$ cat config.mk
export PLATFORM = sky130hd
export DESIGN_NAME = peres_result_collector
export DESIGN_NICKNAME = d
export VERILOG_FILES = /design/src/rtl/peres_result_collector.sv
export SDC_FILE = /design/constraint.sdc
export NUM_CORES = 1
export LEC_CHECK = 0
export BUFFER_PORTS_ARGS = -buffer_cell sky130_fd_sc_hd__buf_2
export CORE_MARGIN = 10
export CORE_UTILIZATION = 30
export DETAILED_ROUTE_END_ITERATION = 16
export PLACE_DENSITY = 0.49
export SYNTH_ARGS = -nofsm -noshare
export SYNTH_HDL_FRONTEND = slang
export SYNTH_SLANG_ARGS = --single-unit
$ cat constraint.sdc
create_clock -name clk -period 7.85 [get_ports clk]
set_input_delay 0.785 -clock clk [delete_from_list [all_inputs] [get_ports clk]]
set_output_delay 0.785 -clock clk [all_outputs]
set_load 0.01 [all_outputs]
$ cat src/rtl/peres_result_collector.sv
// Result collector after the Peres gate: selects/accumulates P/Q/R, flags the result, and buffers it in a 2-entry FIFO.
// Optional parity storage is enabled by defining PERES_COLLECTOR_PARITY_EN; otherwise out_parity is tied to 0.
module peres_result_collector #(
  parameter int WIDTH = 32,
  parameter int CNT_W = 16
) (
  input  logic             clk,
  input  logic             rst,
  input  logic             in_valid,
  output logic             in_ready,
  input  logic [1:0]       op,
  input  logic [WIDTH-1:0] P,
  input  logic [WIDTH-1:0] Q,
  input  logic [WIDTH-1:0] R,
  input  logic             acc_clr,
  output logic             out_valid,
  input  logic             out_ready,
  output logic [WIDTH-1:0] out_data,
  output logic [1:0]       out_op,
  output logic             out_zero,
  output logic             out_parity,
  output logic [WIDTH-1:0] acc_value,
  output logic [CNT_W-1:0] res_count
);

  logic [WIDTH-1:0] data_mem_r [2];
  logic [1:0]       op_mem_r   [2];
  logic             zero_mem_r [2];
  logic             wr_ptr_r;
  logic             rd_ptr_r;
  logic [1:0]       count_r;
  logic [WIDTH-1:0] acc_r;
  logic [CNT_W-1:0] cnt_r;
  // Last popped entry, shown on out_* while the FIFO is empty
  logic [WIDTH-1:0] last_data_r;
  logic [1:0]       last_op_r;
  logic             last_zero_r;

  logic             accept_s;
  logic             pop_s;
  logic [WIDTH-1:0] acc_base_s;
  logic [WIDTH-1:0] acc_next_s;
  logic [WIDTH-1:0] result_s;
  logic             result_zero_s;

  function automatic logic calc_zero(input logic [WIDTH-1:0] d);
    return (d == {WIDTH{1'b0}});
  endfunction

`ifdef PERES_COLLECTOR_PARITY_EN
  logic par_mem_r [2];
  logic last_par_r;
  logic result_par_s;

  function automatic logic calc_parity(input logic [WIDTH-1:0] d);
    return ^d;
  endfunction
`endif

  // Readiness depends only on registered occupancy
  assign in_ready  = (count_r != 2'd2);
  assign out_valid = (count_r != 2'd0);

  // Handshakes, accumulator next value and the result to push
  always_comb begin
    accept_s   = in_valid && in_ready;
    pop_s      = out_valid && out_ready;
    acc_base_s = acc_clr ? {WIDTH{1'b0}} : acc_r;
    acc_next_s = acc_base_s ^ Q;
    result_s   = {WIDTH{1'b0}};
    case (op)
      2'b00:   result_s = P;
      2'b01:   result_s = Q;
      2'b10:   result_s = R;
      2'b11:   result_s = acc_next_s;
      default: result_s = {WIDTH{1'b0}};
    endcase
    result_zero_s = calc_zero(result_s);
  end

`ifdef PERES_COLLECTOR_PARITY_EN
  // Parity of the result being pushed
  always_comb begin
    result_par_s = calc_parity(result_s);
  end
`endif

  // FIFO storage written on accept
  always_ff @(posedge clk or posedge rst) begin
    if (rst) begin
      for (int i = 0; i < 2; i++) begin
        data_mem_r[i] <= {WIDTH{1'b0}};
        op_mem_r[i]   <= 2'b00;
        zero_mem_r[i] <= 1'b0;
      end
    end else if (accept_s) begin
      data_mem_r[wr_ptr_r] <= result_s;
      op_mem_r[wr_ptr_r]   <= op;
      zero_mem_r[wr_ptr_r] <= result_zero_s;
    end
  end

  // Pointers and occupancy
  always_ff @(posedge clk or posedge rst) begin
    if (rst) begin
      wr_ptr_r <= 1'b0;
      rd_ptr_r <= 1'b0;
      count_r  <= 2'd0;
    end else begin
      if (accept_s) begin
        wr_ptr_r <= ~wr_ptr_r;
      end
      if (pop_s) begin
        rd_ptr_r <= ~rd_ptr_r;
      end
      case ({accept_s, pop_s})
        2'b10:   count_r <= count_r + 2'd1;
        2'b01:   count_r <= count_r - 2'd1;
        default: count_r <= count_r;
      endcase
    end
  end

  // Capture the head on pop so outputs hold after the FIFO drains
  always_ff @(posedge clk or posedge rst) begin
    if (rst) begin
      last_data_r <= {WIDTH{1'b0}};
      last_op_r   <= 2'b00;
      last_zero_r <= 1'b0;
    end else if (pop_s) begin
      last_data_r <= data_mem_r[rd_ptr_r];
      last_op_r   <= op_mem_r[rd_ptr_r];
      last_zero_r <= zero_mem_r[rd_ptr_r];
    end
  end

`ifdef PERES_COLLECTOR_PARITY_EN
  // Parity storage alongside each entry and the held head
  always_ff @(posedge clk or posedge rst) begin
    if (rst) begin
      par_mem_r[0] <= 1'b0;
      par_mem_r[1] <= 1'b0;
      last_par_r   <= 1'b0;
    end else begin
      if (accept_s) begin
        par_mem_r[wr_ptr_r] <= result_par_s;
      end
      if (pop_s) begin
        last_par_r <= par_mem_r[rd_ptr_r];
      end
    end
  end
`endif

  // Accumulator: an accepted op 11 wins over a standalone clear
  always_ff @(posedge clk or posedge rst) begin
    if (rst) begin
      acc_r <= {WIDTH{1'b0}};
    end else if (accept_s && (op == 2'b11)) begin
      acc_r <= acc_next_s;
    end else if (acc_clr) begin
      acc_r <= {WIDTH{1'b0}};
    end
  end

  // Accepted-result counter, wraps naturally
  always_ff @(posedge clk or posedge rst) begin
    if (rst) begin
      cnt_r <= {CNT_W{1'b0}};
    end else if (accept_s) begin
      cnt_r <= cnt_r + {{(CNT_W-1){1'b0}}, 1'b1};
    end
  end

  assign acc_value = acc_r;
  assign res_count = cnt_r;

  // Head entry when occupied, else the last popped entry
  always_comb begin
    if (count_r != 2'd0) begin
      out_data = data_mem_r[rd_ptr_r];
      out_op   = op_mem_r[rd_ptr_r];
      out_zero = zero_mem_r[rd_ptr_r];
    end else begin
      out_data = last_data_r;
      out_op   = last_op_r;
      out_zero = last_zero_r;
    end
  end

`ifdef PERES_COLLECTOR_PARITY_EN
  // Parity of the presented entry
  always_comb begin
    if (count_r != 2'd0) begin
      out_parity = par_mem_r[rd_ptr_r];
    end else begin
      out_parity = last_par_r;
    end
  end
`else
  assign out_parity = 1'b0;
`endif

endmodule

==> impl_metrics.ini <==
[status]
status = completed

[power_and_ir_drop]
p_leak_nw = 4.68
p_int_mw = 2.20
ir_drop_mv = 0.164
p_sw_mw = 1.40
p_seq_share_pct = 36.4
combPwrFrac_pct = 39.9
total_power_mw = 3.60
power.density_nw_per_um2 = 362
switching_share_pct = 38.9
p_clk_share_pct = 23.8

[grt]
grt_antenna_before_repair = 3
grt_max_degree = 91
grt_overflow = 0
grtUsageTotal_pct = 14.4
grt_first_pass_wirelength_microns = 38700
grt_pass1_vias = 6638

[layout]
mostFrequentLayoutCells = buf_2 (187), dfrtp_1 (156), nand2_1 (139)
final_common_cell = buf_2
final_area_sq_um = 9960
drive_gt1_share_pct = 23.6
fin_nets = 1161
synthToLayoutAreaGrowth_pct = 22.1

[clock_network]
clock_path_buffers = 2
clock-sinks = 157
htreeDepth = 4
root_buffer = clkbuf_16
cts_resized = 0
cts_tree = yes
postCtsSetupBuffers = 0
clock_latency_ns = 0.42
cts_buffers = 17
clk_pin_slew_ns = 0.06
holdBufCountCts = 0

[placement]
dp_hpwl_microns = 17900
place.gp.congestion = 0.870
port-buffer-count = 187
place_area_sq_um = 9350

[timing]
max-slew-margin-rel_pct = 39.7
rsz0062_at_grt = false
hold_slack_ns = 0.471
finalCritPeriodShare_pct = 43.2
fin_setup_tns_ns = 0
tightest_slew_ns = 0.905
fmax_mhz = 295
finClkSkew_ns = 0.0126
period_minus_slack_ns = 3.39
hold_violations = 0
setup_violations = 0
drv_slew = 0

[synth]
postSynth.asyncResetShare_pct = 100
synth_top_family_by_area = simple AND/OR/NAND/NOR gates
synth_xor_area_share_pct = 7.30
synth_compound_area_share_pct = 11.7
ys.flop_type = dfrtp_1
synth_edf_count = 0
synthAdderAreaFrac_pct = 0.307
synth_cell_types = 36
syn_area_sq_um = 8160
yosysWarnings = 0
synthMuxAreaShare_pct = 8.74
syn_avg_cell_area_sq_um = 9.07
synth-simple-area-share_pct = 20.0
synth_fp_nets = 1005
ys_ff_latch = 157
ys_seq_area_share_pct = 48.2
synth_cells = 900

[route]
avgViaCountPerCell = 4.77
top_layer = met5
wl_met3_microns = 1450
remaining_drc_errors = 0
wl_met2_microns = 9940
wl_microns = 24600
drt_iter0_drc = 427
detail-route-antenna-nets = 0
vias = 6727
firstDrtPassIters = 5
wl_per_cell_microns = 17.5
wl_met1_microns = 13000

[floorplanning]
io-pin-count = 189
die_area_sq_um = 34200
std_cell_rows = 60
die_y_microns = 185
die_w_microns = 185
core_sq_um = 26900
initial_core_util_pct = 30.4

[worst_setup_path]
crit_fanout = 67
critPathCaptureType = register
cp-start-kind = primary input
cp.required_ns = 8.19
cp_data_arrival_time_ns = 3.73
critical_path_class = in2reg

[min_path]
hold_class = reg2reg

[job]
max_cap_violations = 0
cells in the mapped netlist, types with 16 or more instances:
cell type,count,share of area (%)
a21oi_1,85,5.2
a31oi_1,19,1.5
clkbuf_1,38,1.7
dfrtp_1,157,48
mux2_2,18,2.5
mux2i_1,51,6.3
nand2_1,140,6.4
nand3b_1,16,1.5
nor2_1,117,5.4
nor2b_1,32,2.5
o21ai_0,46,2.8
xnor2_1,65,7.0
through the flow:
stage	std cells	setup slack (ns)	util (%)
6_report	1411	4.46	37.1
5_1_grt	1409	4.16	37.0
4_1_cts	1409	4.49	37.0
3_5_place_dp	1378	4.08	34.8
3_3_place_gp	1378	4.25	34.8
2_1_floorplan	900	2.83	-
state kept, by name, indices dropped and copies added (netlist names):
register / flops
acc_value: 32
count_r: 2
data_mem_r: 64
last_data_r: 32
last_op_r: 2
last_zero_r: 1
op_mem_r: 4
rd_ptr_r: 1
res_count: 16
wr_ptr_r: 1
zero_mem_r: 2
worst max-delay path, cell delays in order:
cell and delay (ns):
buf_2 0.08, buf_4 0.49, clkinv_1 0.77, o32ai_1 0.74, nand4_1 0.23, nor4_2 0.34
o22ai_1 0.14, a21oi_1 0.15
power groups by stage:
stage	Combinational (mW)	Sequential [mW]	Clock, mW
final	1.44	1.31	0.856
after detailed placement	1.46	1.33	0
after CTS	1.47	1.31	0.880
after global routing	1.62	1.36	0.916
after global placement	1.45	1.32	0
after floorplan	0.945	1.28	0
kinds of logic after synthesis:
logic type	after synthesis
mux	69
buf+inv	74
xor+xnor	68
simple gates	358
fa+ha+maj	2
compound gates	171
other cells	1
flops	157
worst paths after layout:
| check | end | cells after the start | startpoint | slack (ns) |
|---|---|---|---|---|
| setup reg to reg | count_r[1] | 8 | count_r[0] | 5.31 |
| min in group asynchronous | acc_value[21] | 2 | rst | 0.54 |
| max in group asynchronous | rd_ptr_r | 3 | rst | 5.82 |
| setup / recovery | zero_mem_r[0] | 8 | op[0] | 4.46 |
| hold reg to reg | res_count[15] | 1 | res_count[15] | 0.47 |
| hold / removal | res_count[15] | 1 | res_count[15] | 0.47 |
per-layer routing:
metal  GRT usage [%]  up-vias
met5               0        -
met4            3.38        2
met3            4.17       13
met2            19.3      176
met1            21.7     3184
li1                -     3352
area by class of cell:
cell class | count | area (sq um)
inverters | 15 | 61.3
fillers | 2862 | 16900
clock buffers | 19 | 443
well taps | 341 | 427
repair buffers | 196 | 1000
multi-input cells | 669 | 3930
clock inverters | 12 | 161
flip-flops and latches | 157 | 3930
diodes | 2 | 5.00
Power figures use the tool's default switching activity.
